[src/rtl/cpu_seq_pkg.sv]
`default_nettype none
// ============================================================================
// Module      : cpu_seq_defines (package)
// Description : Shared types and cause codes for the cpu_seq control
//               sequencer: state encoding, halt/trap cause enumerations.
// Revision    : 1.0 - initial release
// ============================================================================
package cpu_seq_defines;

    localparam int unsigned c_STATE_W = 3;
    localparam int unsigned c_CAUSE_W = 2;

    // Cause codes, shared by the enums below and by software-visible status.
    localparam logic [c_CAUSE_W-1:0] c_HALT_NONE   = 2'd0;
    localparam logic [c_CAUSE_W-1:0] c_HALT_EBREAK = 2'd1;
    localparam logic [c_CAUSE_W-1:0] c_HALT_DEBUG  = 2'd2;
    localparam logic [c_CAUSE_W-1:0] c_HALT_STEP   = 2'd3;

    localparam logic [c_CAUSE_W-1:0] c_TRAP_NONE   = 2'd0;
    localparam logic [c_CAUSE_W-1:0] c_TRAP_IFU    = 2'd1;
    localparam logic [c_CAUSE_W-1:0] c_TRAP_LSU    = 2'd2;
    localparam logic [c_CAUSE_W-1:0] c_TRAP_EXU    = 2'd3;

    typedef enum logic [c_STATE_W-1:0] {
        RESET = 3'd0,
        START = 3'd1,
        FETCH = 3'd2,
        MEM   = 3'd3,
        EXEC  = 3'd4,
        HALT  = 3'd5,
        TRAP  = 3'd6
    } cpu_seq_state;

    typedef enum logic [c_CAUSE_W-1:0] {
        HC_NONE   = c_HALT_NONE,
        HC_EBREAK = c_HALT_EBREAK,
        HC_DEBUG  = c_HALT_DEBUG,
        HC_STEP   = c_HALT_STEP
    } halt_cause_e;

    typedef enum logic [c_CAUSE_W-1:0] {
        TC_NONE = c_TRAP_NONE,
        TC_IFU  = c_TRAP_IFU,
        TC_LSU  = c_TRAP_LSU,
        TC_EXU  = c_TRAP_EXU
    } trap_cause_e;

endpackage : cpu_seq_defines
`default_nettype wire

[src/rtl/cpu_seq_stall_timer.sv]
`default_nettype none
// ============================================================================
// Module      : stall_timer
// Description : Saturating per-stage stall counter with expiry flag.
//               o_expire is high while the count equals TIMEOUT-1, i.e. in
//               the last cycle a response may still arrive. TIMEOUT=0 never
//               expires; the counter then just saturates.
// Ports       : clk, rst      - clock, synchronous active-high reset
//               i_clear       - restart the count at zero (stage entry)
//               i_count_en    - one more cycle spent waiting
//               o_expire      - stage has used its full budget
// Revision    : 1.0 - initial release
// ============================================================================
module stall_timer #(
    parameter int unsigned TIMEOUT   = 256,
    parameter int unsigned TIMEOUT_W = 9
) (
    input  logic clk,
    input  logic rst,
    input  logic i_clear,
    input  logic i_count_en,
    output logic o_expire
);

    localparam int unsigned            c_LAST_I = (TIMEOUT == 0) ? 0 : TIMEOUT - 1;
    localparam logic [TIMEOUT_W-1:0]   c_LAST   = TIMEOUT_W'(c_LAST_I);
    localparam logic [TIMEOUT_W-1:0]   c_MAX    = {TIMEOUT_W{1'b1}};

    logic [TIMEOUT_W-1:0] r_count;

    always_ff @(posedge clk) begin
        if (rst || i_clear) begin
            r_count <= '0;
        end else if (i_count_en && (r_count != c_MAX)) begin
            r_count <= r_count + TIMEOUT_W'(1);
        end
    end

    assign o_expire = (TIMEOUT != 0) && (r_count == c_LAST);

endmodule : stall_timer
`default_nettype wire

[src/rtl/cpu_seq.sv]
`default_nettype none
// ============================================================================
// Module      : cpu_seq
// Description : Multi-cycle control sequencer. Walks one instruction at a
//               time through IFU -> (LSU) -> EXU request/response handshakes,
//               counts retired instructions, traps on hung stages and
//               supports debug halt / resume / single-step.
// Ports       : clock, reset                   - clock, sync active-high reset
//               ifu_reqValid / ifu_respValid   - fetch handshake
//               is_load_or_store               - route to LSU (with ifu_resp)
//               lsu_reqValid / lsu_respValid   - memory handshake
//               exu_reqValid / exu_respValid   - execute handshake
//               is_ebreak                      - ebreak (with exu_resp)
//               dbg_halt_req/dbg_resume_req/dbg_step - debug control
//               halted, halt_cause             - halt status
//               trap, trap_cause               - trap status
//               instret                        - retired-instruction count
// Revision    : 1.0 - initial release
// ============================================================================
module cpu_seq #(
    parameter int unsigned TIMEOUT      = 256,
    parameter int unsigned TIMEOUT_W    = 9,
    parameter int unsigned CNT_W        = 64,
    parameter bit          RESET_HALTED = 1'b0
) (
    input  logic             clock,
    input  logic             reset,
    output logic             ifu_reqValid,
    input  logic             ifu_respValid,
    input  logic             is_load_or_store,
    output logic             lsu_reqValid,
    input  logic             lsu_respValid,
    output logic             exu_reqValid,
    input  logic             exu_respValid,
    input  logic             is_ebreak,
    input  logic             dbg_halt_req,
    input  logic             dbg_resume_req,
    input  logic             dbg_step,
    output logic             halted,
    output logic [1:0]       halt_cause,
    output logic             trap,
    output logic [1:0]       trap_cause,
    output logic [CNT_W-1:0] instret
);

    import cpu_seq_defines::*;

    cpu_seq_state      r_state, w_next;
    halt_cause_e       r_halt_cause, w_halt_cause_nxt;
    trap_cause_e       r_trap_cause, w_trap_cause_nxt;
    logic [CNT_W-1:0]  r_instret;
    logic              r_halt_pending;
    logic              r_step_mode;

    logic w_ifu_req, w_lsu_req, w_exu_req;
    logic w_retire, w_enter_halt, w_resume;
    logic w_tmr_clear, w_tmr_count, w_tmr_expire;

    // Every entry into FETCH/MEM/EXEC is accompanied by its request pulse,
    // so the request itself is the timer restart.
    assign w_tmr_clear = w_ifu_req | w_lsu_req | w_exu_req;

    stall_timer #(
        .TIMEOUT   (TIMEOUT),
        .TIMEOUT_W (TIMEOUT_W)
    ) u_stall_timer (
        .clk        (clock),
        .rst        (reset),
        .i_clear    (w_tmr_clear),
        .i_count_en (w_tmr_count),
        .o_expire   (w_tmr_expire)
    );

    always_comb begin
        w_next           = r_state;
        w_ifu_req        = 1'b0;
        w_lsu_req        = 1'b0;
        w_exu_req        = 1'b0;
        w_retire         = 1'b0;
        w_enter_halt     = 1'b0;
        w_resume         = 1'b0;
        w_tmr_count      = 1'b0;
        w_halt_cause_nxt = r_halt_cause;
        w_trap_cause_nxt = r_trap_cause;

        case (r_state)
            RESET: begin
                if (RESET_HALTED) begin
                    w_next           = HALT;
                    w_halt_cause_nxt = HC_DEBUG;
                    w_enter_halt     = 1'b1;
                end else begin
                    w_next = START;
                end
            end

            START: begin
                w_ifu_req = 1'b1;
                w_next    = FETCH;
            end

            FETCH: begin
                if (ifu_respValid) begin
                    if (is_load_or_store) begin
                        w_lsu_req = 1'b1;
                        w_next    = MEM;
                    end else begin
                        w_exu_req = 1'b1;
                        w_next    = EXEC;
                    end
                end else if (w_tmr_expire) begin
                    w_next           = TRAP;
                    w_trap_cause_nxt = TC_IFU;
                end else begin
                    w_tmr_count = 1'b1;
                end
            end

            MEM: begin
                if (lsu_respValid) begin
                    w_exu_req = 1'b1;
                    w_next    = EXEC;
                end else if (w_tmr_expire) begin
                    w_next           = TRAP;
                    w_trap_cause_nxt = TC_LSU;
                end else begin
                    w_tmr_count = 1'b1;
                end
            end

            EXEC: begin
                if (exu_respValid) begin
                    w_retire = 1'b1;
                    // Instruction boundary: the only place a halt can land.
                    if (is_ebreak) begin
                        w_next           = HALT;
                        w_halt_cause_nxt = HC_EBREAK;
                        w_enter_halt     = 1'b1;
                    end else if (r_halt_pending) begin
                        w_next           = HALT;
                        w_halt_cause_nxt = HC_DEBUG;
                        w_enter_halt     = 1'b1;
                    end else if (r_step_mode) begin
                        w_next           = HALT;
                        w_halt_cause_nxt = HC_STEP;
                        w_enter_halt     = 1'b1;
                    end else begin
                        w_ifu_req = 1'b1;
                        w_next    = FETCH;
                    end
                end else if (w_tmr_expire) begin
                    w_next           = TRAP;
                    w_trap_cause_nxt = TC_EXU;
                end else begin
                    w_tmr_count = 1'b1;
                end
            end

            HALT: begin
                // A simultaneous halt request keeps the core parked.
                if (dbg_resume_req && !dbg_halt_req) begin
                    w_ifu_req = 1'b1;
                    w_resume  = 1'b1;
                    w_next    = FETCH;
                end
            end

            TRAP: begin
                w_next = TRAP;
            end

            default: begin
                w_next = RESET;
            end
        endcase
    end

    always_ff @(posedge clock) begin
        if (reset) begin
            r_state        <= RESET;
            r_instret      <= '0;
            r_halt_pending <= 1'b0;
            r_step_mode    <= 1'b0;
            r_halt_cause   <= HC_NONE;
            r_trap_cause   <= TC_NONE;
        end else begin
            r_state      <= w_next;
            r_halt_cause <= w_halt_cause_nxt;
            r_trap_cause <= w_trap_cause_nxt;

            if (w_retire) begin
                r_instret <= r_instret + CNT_W'(1);
            end

            if (w_resume) begin
                r_halt_pending <= 1'b0;
            end else if (dbg_halt_req && (r_state != HALT) && (r_state != TRAP)) begin
                r_halt_pending <= 1'b1;
            end

            if (w_enter_halt) begin
                r_step_mode <= 1'b0;
            end else if (w_resume) begin
                r_step_mode <= dbg_step;
            end
        end
    end

    assign ifu_reqValid = w_ifu_req;
    assign lsu_reqValid = w_lsu_req;
    assign exu_reqValid = w_exu_req;
    assign halted       = (r_state == HALT);
    assign trap         = (r_state == TRAP);
    assign halt_cause   = r_halt_cause;
    assign trap_cause   = r_trap_cause;
    assign instret      = r_instret;

    // Readable state name for debug inspection in simulation.
    function automatic string state_name(input cpu_seq_state s);
        case (s)
            RESET:   return "RESET";
            START:   return "START";
            FETCH:   return "FETCH";
            MEM:     return "MEM";
            EXEC:    return "EXEC";
            HALT:    return "HALT";
            TRAP:    return "TRAP";
            default: return "?";
        endcase
    endfunction

endmodule : cpu_seq
`default_nettype wire

[config.mk]
export PLATFORM = sky130hd
export DESIGN_NAME = cpu_seq
export DESIGN_NICKNAME = d
export VERILOG_FILES = /design/src/rtl/cpu_seq_pkg.sv /design/src/rtl/cpu_seq_stall_timer.sv /design/src/rtl/cpu_seq.sv
export SDC_FILE = /design/constraint.sdc
export NUM_CORES = 1
export LEC_CHECK = 0
export BUFFER_PORTS_ARGS = -buffer_cell sky130_fd_sc_hd__buf_2
export CORE_UTILIZATION = 35
export DETAILED_ROUTE_END_ITERATION = 6
export PLACE_DENSITY_LB_ADDON = 0.05
export SETUP_SLACK_MARGIN = 0.2
export SKIP_CTS_REPAIR_TIMING = 1
export SLEW_MARGIN = 20
export SYNTH_ARGS = -nofsm -noshare
export SYNTH_HDL_FRONTEND = slang
export SYNTH_HIERARCHICAL = 1
export SYNTH_SLANG_ARGS = --single-unit
[constraint.sdc]
create_clock -name clock -period 2.51 [get_ports clock]
set_input_delay 0.502 -clock clock [delete_from_list [all_inputs] [get_ports clock]]
set_output_delay 0.502 -clock clock [all_outputs]
set_load 0.01 [all_outputs]
# --- Word-level counts from Yosys, hierarchy flattened ---
# Index checks and enable logic that the tools add are counted.
word_totals:
  regBits: 82
  input_bits: 10
  word_cells: 87
op_classes:
  n_addsub: 2
  n_eq_ne: 17
  mux: 46
  bitwise_logic: 2
  n_reduce_logical: 13
ops:
  columns: ["cell", "n"]
  rows:
  - ["$add A64 B1 Y64 const B", 1]
  - ["$mux W3", 9]
  - ["$mux W1", 23]
  - ["$pmux W3 S7", 1]
  - ["$mux W2", 9]
  - ["$add A9 B1 Y9 const B", 1]
  - ["$eq A3 B3 Y1 const B", 3]
  - ["$eq A9 B8 Y1 const B", 1]
  - ["$ne A9 B9 Y1 const B", 1]
  - ["$ne A2 B1 Y1 const B", 4]
  - ["$reduce_and A7 Y1", 1]
  - ["$eq A3 B2 Y1 const B", 2]
  - ["$ne A2 B2 Y1 const B", 3]
  - ["$ne A3 B3 Y1 const B", 2]
  - ["$pmux W1 S3", 2]
  - ["$pmux W2 S3", 1]
  - ["$reduce_bool A3 Y1", 2]
  - ["$logic_and A1 B1 Y1", 4]
  - ["$reduce_or A2 Y1", 2]
  - ["$eq A3 B1 Y1 const B", 1]
  - ["$logic_not A3 Y1", 1]
  - ["$reduce_and A3 Y1", 1]
  - ["$or A1 B1 Y1", 2]
  - ["$pmux W1 S2", 1]
  - ["2 further kinds", 2]

# --- Longest topological paths before layout ---
# Gate-level depths: netlist of the first run.
depth:
  depth_word: 8
  ltp_mapped: 9
  depth_no_buf: 9

# --- Hierarchy ---
# The synthesis of the first run kept the hierarchy.
by_module_without_submodules:
  columns: ["module", "n_inst", "cells_per_inst", "area_per_inst_um2"]
  rows:
  - ["cpu_seq", 1, 457, 3773.6]
  - ["stall_timer", 1, 48, 429.2]

# --- Worst setup path before layout of the first run ---
# OpenSTA, ideal clock, no wires.
synth_path:
  kind: "register to register"
  startpoint: "reg r_state[1]"
  endpoint: "reg u_stall_timer.r_count[3]"
  setup_ns: 0.070
  arrival_ns: 2.195
  required_ns: 2.440
  path_slack_ns: 0.244
  path_stages_with_launch: 9
  cell_sequence: "dfxtp_1 clkbuf_1 or3b_2 a21oi_1 nor2_1 nor3_1 nand4b_1 or3_2 a21oi_1"
synth_between:
  word_cells_on_any_way: 13
synth_lines:
  columns: ["element", "line", "rtl"]
  rows:
  - ["start, declared", "cpu_seq.sv:48", "cpu_seq_state r_state, w_next;"]
  - ["start signal, assigned", "cpu_seq.sv:187", "r_state <= w_next;"]
  - ["$eq A3 B3 Y1 / $eq A3 B2 Y1 (equally long branches)", "cpu_seq.sv:86", "case (r_state)"]
  - ["$pmux W1 S3 (*)", "cpu_seq.sv:86", null]
  - ["named net w_tmr_count", "cpu_seq.sv:57", "logic w_tmr_clear, w_tmr_count, w_tmr_expire;"]
  - ["$logic_and A1 B1 Y1 (*)", "cpu_seq_stall_timer.sv:34", "end else if (i_count_en && (r_count != c_MAX)) begin"]
  - ["end signal, assigned", "cpu_seq_stall_timer.sv:35", "r_count <= r_count + TIMEOUT_W'(1);"]
  - ["end, declared", "cpu_seq_stall_timer.sv:29", "logic [TIMEOUT_W-1:0] r_count;"]
# The timed path passes the listed nets; every way through them passes the cells marked *.
# A chain may end at the register's enable or synchronous reset.

# --- Worst setup path in the final report of the first run ---
layout_path:
  startpoint: "reg r_state[1]"
  endpoint: "reg u_stall_timer.r_count[5]"
# Same word-level chain as after synthesis.

==> results.md, run 1 <==
* Status: complete, but fails checks
* Failing checks: design-rule violations
* CP arrival at 2.46 ns
* Setup_tns at 0 ns
* Die height at 112 um
* Ant diodes at 0
* Main flop type after synthesis: dfxtp_1
* Yosys top cell area share at 39.1%
* Largest family of logic cells by synthesized area: simple AND/OR/NAND/NOR gates
* Worst slack at placement at 0.00706 ns
* Synth top area cells: dfxtp_1, nor2_1, a21oi_1, or3_1, xnor2_1
* DRT iter0 DRCs at 232
* GP Congestion at 0.851
* I/O pins at 83
* Clock Tree Root: clkbuf_16
* Crit-path max cell delay at 0.48 ns
* Minimum clock period at 2.18 ns
* Critical Path Sink Type: flop
* GRT overflow at 0
* Register Area at 0.00164 sq mm
* #FFs+latches synth at 82
* Req. time, crit path at 2.79 ns
* Relative slew slack at 63.8%
* Maximum number of pins on one net before global-route repair at 51
* CP Class: reg2reg
* Fin. Hold Viols at 0
* Post-synthesis average cell area at 8.32 sq um
* Tightest Pin Transition at 0.544 ns
* Vias per cell at 5.37
* Final worst-path cycle share at 86.7%
* HP Class: in2reg
* Post-synthesis mux area share at 0.953%
* Sequential share of the synthesized area at 39.1%
* Clk buf depth at 2
* Nets at 627
* Worst IR drop on VDD at 0.000315 V
* WL per Instance at 15.0 um
* Post-Synth Simple-Gate Area at 36.1%
* Initial Util at 36.3%
* Async set-reset flop share out of synthesis at 0%
* Reg2reg start: r_state[1]$_SDFFE_PP0P_
* Vias at 4,089
* Synth Area in Adders at 1.19%
* Global-route wire length before repair at 19,000 um
* Initial antenna violation count at 0
* Number of flops mapped to enable cells by yosys at 0
* Die area at 0.0125 sq mm
* Power Dens Cells at 551 mW/mm^2
* Final std cells w/o fill at 761
* CP Launch Point: r_state[1]$_SDFFE_PP0P_
* Global Route Usage Sum at 18.9%
* CTS tree: yes
* Hold Path Origin: is_ebreak
* Core ar. at 0.0116 sq mm
* Area growth syn-to-layout at 26.4%
* Multi-input logic area at 0.00244 sq mm
* DR pass1 iterations at 6
* CTS Buf Count at 9
* Fill cells at 1,173
* Compound-Gate Fraction of Synth Area at 11.8%
* Row count at 39
* Max Slew Vio Count at 0
* H-tree Lvls at 3
* Synth unique cells at 47
* Worst-path fanout max at 7
* Clock Skews at 0.00629 ns
* Post-synthesis xor/xnor area fraction at 7.50%
* Port-buffer cells at 82
* Inst Count DP at 742
* Final setup margin at 0.335 ns
* Most frequent cell after synthesis: dfxtp_1
* Hold WS at 0.375 ns
* Die width at 112 um
* Post-DP HPWL at 8380 um
* Synth cell count leaders: dfxtp_1, nor2_1, a21oi_1
* Sink Count at 82
* Critical-path cell list: or3b_2 -> a21oi_1 -> nor2_1 -> nor3_2 -> nand4b_1 -> buf_4 -> or3_1 -> a21oi_1
* Max Freq at 460 MHz
* Final setup fails at 0
* Clock transition at path regs at 0.06 ns
* Share of cells above drive strength 1 at 26.1%
* Cell count after synthesis at 505
* Skew-Pair Late Insertion Delay at 0.35 ns
* Cell Area, Synth at 0.00420 sq mm
* Routed Antenna Nets at 0
* Total power at 2.93 mW
* DRC at 7
* CP dominant cell by count: a21oi_1
* LEAKAGE at 2.08 nW
* RSZ-0062 raised after global routing: no
* MaxCap Viol Count at 0
* Slowest cell on crit path: or3b_2
* Post-Route WL at 11,400 um
* Area leader, netlist: dfxtp_1
* Syn nets at 519
* CP startpoint kind: flop
* Synth Warn # at 6
* Number of global-route vias before repair at 3,758
layer usage:
layer	wire length, um	vias up	track usage [%]
met5	0	-	0
met4	156	0	5.77
met3	458	13	4.35
met2	5080	88	29.4
met1	5720	1940	26.1
li1	-	2048	-
critical path, delay by kind of cell (launching register included):
| kind | cells | cell delay (ns) |
|---|---|---|
| and+or+nand+nor | 5 | 1.21 |
| buffers and inverters | 1 | 0.19 |
| AOI/OAI and AO/OA | 2 | 0.34 |
| DFF | 1 | 0.36 |
stage by stage:
stage          utilization, %  instance area, sq um
3_3_place_gp             42.8                  4950
2_1_floorplan               -                  4200
6_report                 45.9                  5310
4_1_cts                  45.6                  5270
5_1_grt                  45.9                  5310
3_5_place_dp             42.8                  4950
placed cells by master, fill, tap and decap left out, types with 17 or more instances in the layout:
cell / Yosys / routed
inv_1: 17 / 17
dfxtp_1: 82 / 81
buf_4: 1 / 31
xnor2_1: 20 / 20
buf_2: 2 / 82
o21ai_0: 31 / 31
a21oi_1: 43 / 43
or3_1: 29 / 29
nor2_1: 60 / 60
nand4_1: 25 / 25
nand2_1: 29 / 29
nand3_1: 26 / 26
worst paths after layout:
kind              slack, ns                                    end  cells past startpoint
setup / recovery       0.33  u_stall_timer/r_count[5]$_SDFFE_PP0P_                      8
hold / removal         0.37             halt_cause[1]$_SDFFE_PP0P_                      2
setup reg to reg       0.33  u_stall_timer/r_count[5]$_SDFFE_PP0P_                      8
hold reg to reg        0.49  u_stall_timer/r_count[6]$_SDFFE_PP0P_                      2
layout make-up:
| cell class | instances | area share [%] |
|---|---|---|
| clock buffers | 11 | 4.57 |
| well taps | 143 | 3.37 |
| flip-flops and latches | 82 | 30.9 |
| clock inverters | 5 | 1.46 |
| inverters | 19 | 1.34 |
| repair buffers | 114 | 12.5 |
| multi-input cells | 387 | 45.9 |
power breakdown:
group,internal [mW],switching (mW)
Sequential,1.31,0.0144
Combinational,0.0656,0.0950
Clock,0.896,0.545
Total,2.27,0.655
kinds of logic after synthesis:
kind of cell | count (synthesis)
xor gates and xnor gates | 36
AOI/OAI and AO/OA | 91
muxes | 4
and+or+nand+nor | 252
adders and majority gates | 4
buffers and inverters | 36
DFF | 82
registers in the layout (all words and copies together) (netlist names):
signal	count
u_stall_timer/r_count	9
r_step_mode	1
trap_cause	2
halt_cause	2
instret	64
r_halt_pending	1
r_state	3
Note: power is estimated with default switching activity, not from simulation.
==> run 2: changes to the inputs <==
- RECOVER_POWER: unset -> 25
==> run 2 against run 1 <==
Compared with the run above: the run still ends with design-rule violations left; total power down 0.12%; wire length is essentially flat; final area shrank 0.92%; flip-flop and latch count unchanged; register-to-register slack lost 0.03 ns; cell count did not move.
==> results.md, run 2 (same netlist as run 1, synthesis figures left out) <==
* Global-route wire length before repair at 19,000 um
* Number of global-route vias before repair at 3,758
* Area growth syn-to-layout at 25.3%
* Core ar. at 0.0116 sq mm
* Worst slack at placement at 0.00706 ns
* Max reg flops at 64
* Post-Route WL at 11,400 um
* Initial antenna violation count at 0
* Register Area at 0.00164 sq mm
* GP Congestion at 0.851
* Post-DP HPWL at 8380 um
* Vias per cell at 5.38
* Req. time, crit path at 2.01 ns
* Commonest non-fill, non-tap cell in the layout: dfxtp_1
* CP startpoint kind: flop
* LEAKAGE at 1.91 nW
* Failing checks: design-rule violations
* Final setup margin at 0.306 ns
* Relative slew slack at 64.5%
* Ant diodes at 0
* CP Class: reg2out
* Worst IR drop on VDD at 0.000315 V
* Clk buf depth at 2
* Worst-path fanout max at 8
* MaxCap Viol Count at 0
* Share of cells above drive strength 1 at 20.1%
* Fin. Hold Viols at 0
* Max Freq at 454 MHz
* Global Route Usage Sum at 18.9%
* Row count at 39
* I/O pins at 83
* Die area at 0.0125 sq mm
* CP arrival at 1.70 ns
* H-tree Lvls at 3
* Skew-Pair Late Insertion Delay at 0.35 ns
* Maximum number of pins on one net before global-route repair at 51
* CTS Buf Count at 9
* Die width at 112 um
* Port-buffer cells at 82
* Multi-input logic area at 0.00244 sq mm
* Critical Path Sink Type: primary output
* Routed Antenna Nets at 0
* Final setup fails at 0
* Sink Count at 82
* DR pass1 iterations at 6
* Fill cells at 1,186
* Vias at 4,092
* Tightest Pin Transition at 0.532 ns
* DRC at 7
* Die height at 112 um
* Clock transition at path regs at 0.06 ns
* Final worst-path cycle share at 87.8%
* RSZ-0062 raised after global routing: no
* Setup_tns at 0 ns
* GRT overflow at 0
* Power Dens Cells at 555 mW/mm^2
* HP Class: in2reg
* Max Slew Vio Count at 0
* Status: complete, but fails checks
* DRT iter0 DRCs at 272
* Clock Tree Root: clkbuf_16
* WL per Instance at 15.0 um
* Clock Skews at 0.00620 ns
* Most frequent cells in the layout: dfxtp_1, nor2_1, buf_2, a21oi_1, clkbuf_1
* Initial Util at 36.3%
* CTS tree: yes
* Nets at 627
* Minimum clock period at 2.20 ns
==> run 2: cell types whose count changed in the layout (fill, tap and decap cells not counted), sizes merged <==
cell	change
buf	-37
clkbuf	+37
==> run 2: cell type report <==
type | count | share of cell area, %
multi-input combinational | 387 | 46.3
clock buffer | 11 | 4.61
tap | 143 | 3.40
inverter | 19 | 1.35
timing repair buffer | 114 | 11.7
sequential | 82 | 31.2
clock inverter | 5 | 1.47
==> run 2: worst paths after layout <==
path / slack (ns) / to / cells after the start / start
hold reg to reg: 0.49 / u_stall_timer/r_count[6]$_SDFFE_PP0P_ / 2 / u_stall_timer/r_count[6]$_SDFFE_PP0P_
hold / removal: 0.38 / halt_cause[1]$_SDFFE_PP0P_ / 2 / is_ebreak
setup / recovery: 0.31 / ifu_reqValid / 5 / r_state[0]$_SDFFE_PP0P_
setup reg to reg: 0.31 / u_stall_timer/r_count[5]$_SDFFE_PP0P_ / 8 / r_state[1]$_SDFFE_PP0P_
==> run 2: where the power goes <==
group | switching (mW) | leakage [nW] | internal [mW] | total (mW)
registers | 0.0143 | 0.661 | 1.31 | 1.33
logic | 0.0948 | 1.10 | 0.0630 | 0.158
clock network | 0.545 | 0.156 | 0.895 | 1.44
total | 0.654 | 1.91 | 2.27 | 2.92
==> run 2: routing by layer <==
metal  vias to the layer above  track usage, %  wire length (um)
met5                         -               0                 0
met4                         0            5.77               156
met3                        13            4.35               526
met2                       101            29.4              5080
met1                      1931            26.1              5660
li1                       2047               -                 -
==> run 2: per-stage QoR <==
step           utilization [%]  area, sq um  hold WS (ns)  instances  power (mW)
2_1_floorplan                -         4200         0.454        505        1.45
3_3_place_gp              42.8         4950         0.471        742        1.51
3_5_place_dp              42.8         4950         0.481        742        1.51
4_1_cts                   45.6         5270         0.368        758        2.96
5_1_grt                   45.5         5270         0.382        761        3.03
6_report                  45.5         5270         0.375        761        2.92
==> run 2: worst max-delay path, cell delays in order (launching register included) <==
cell      delay [ns]
dfxtp_1         0.38
clkbuf_1        0.22
nor2b_1         0.29
nand3_1         0.11
a21oi_1         0.20
buf_2           0.16
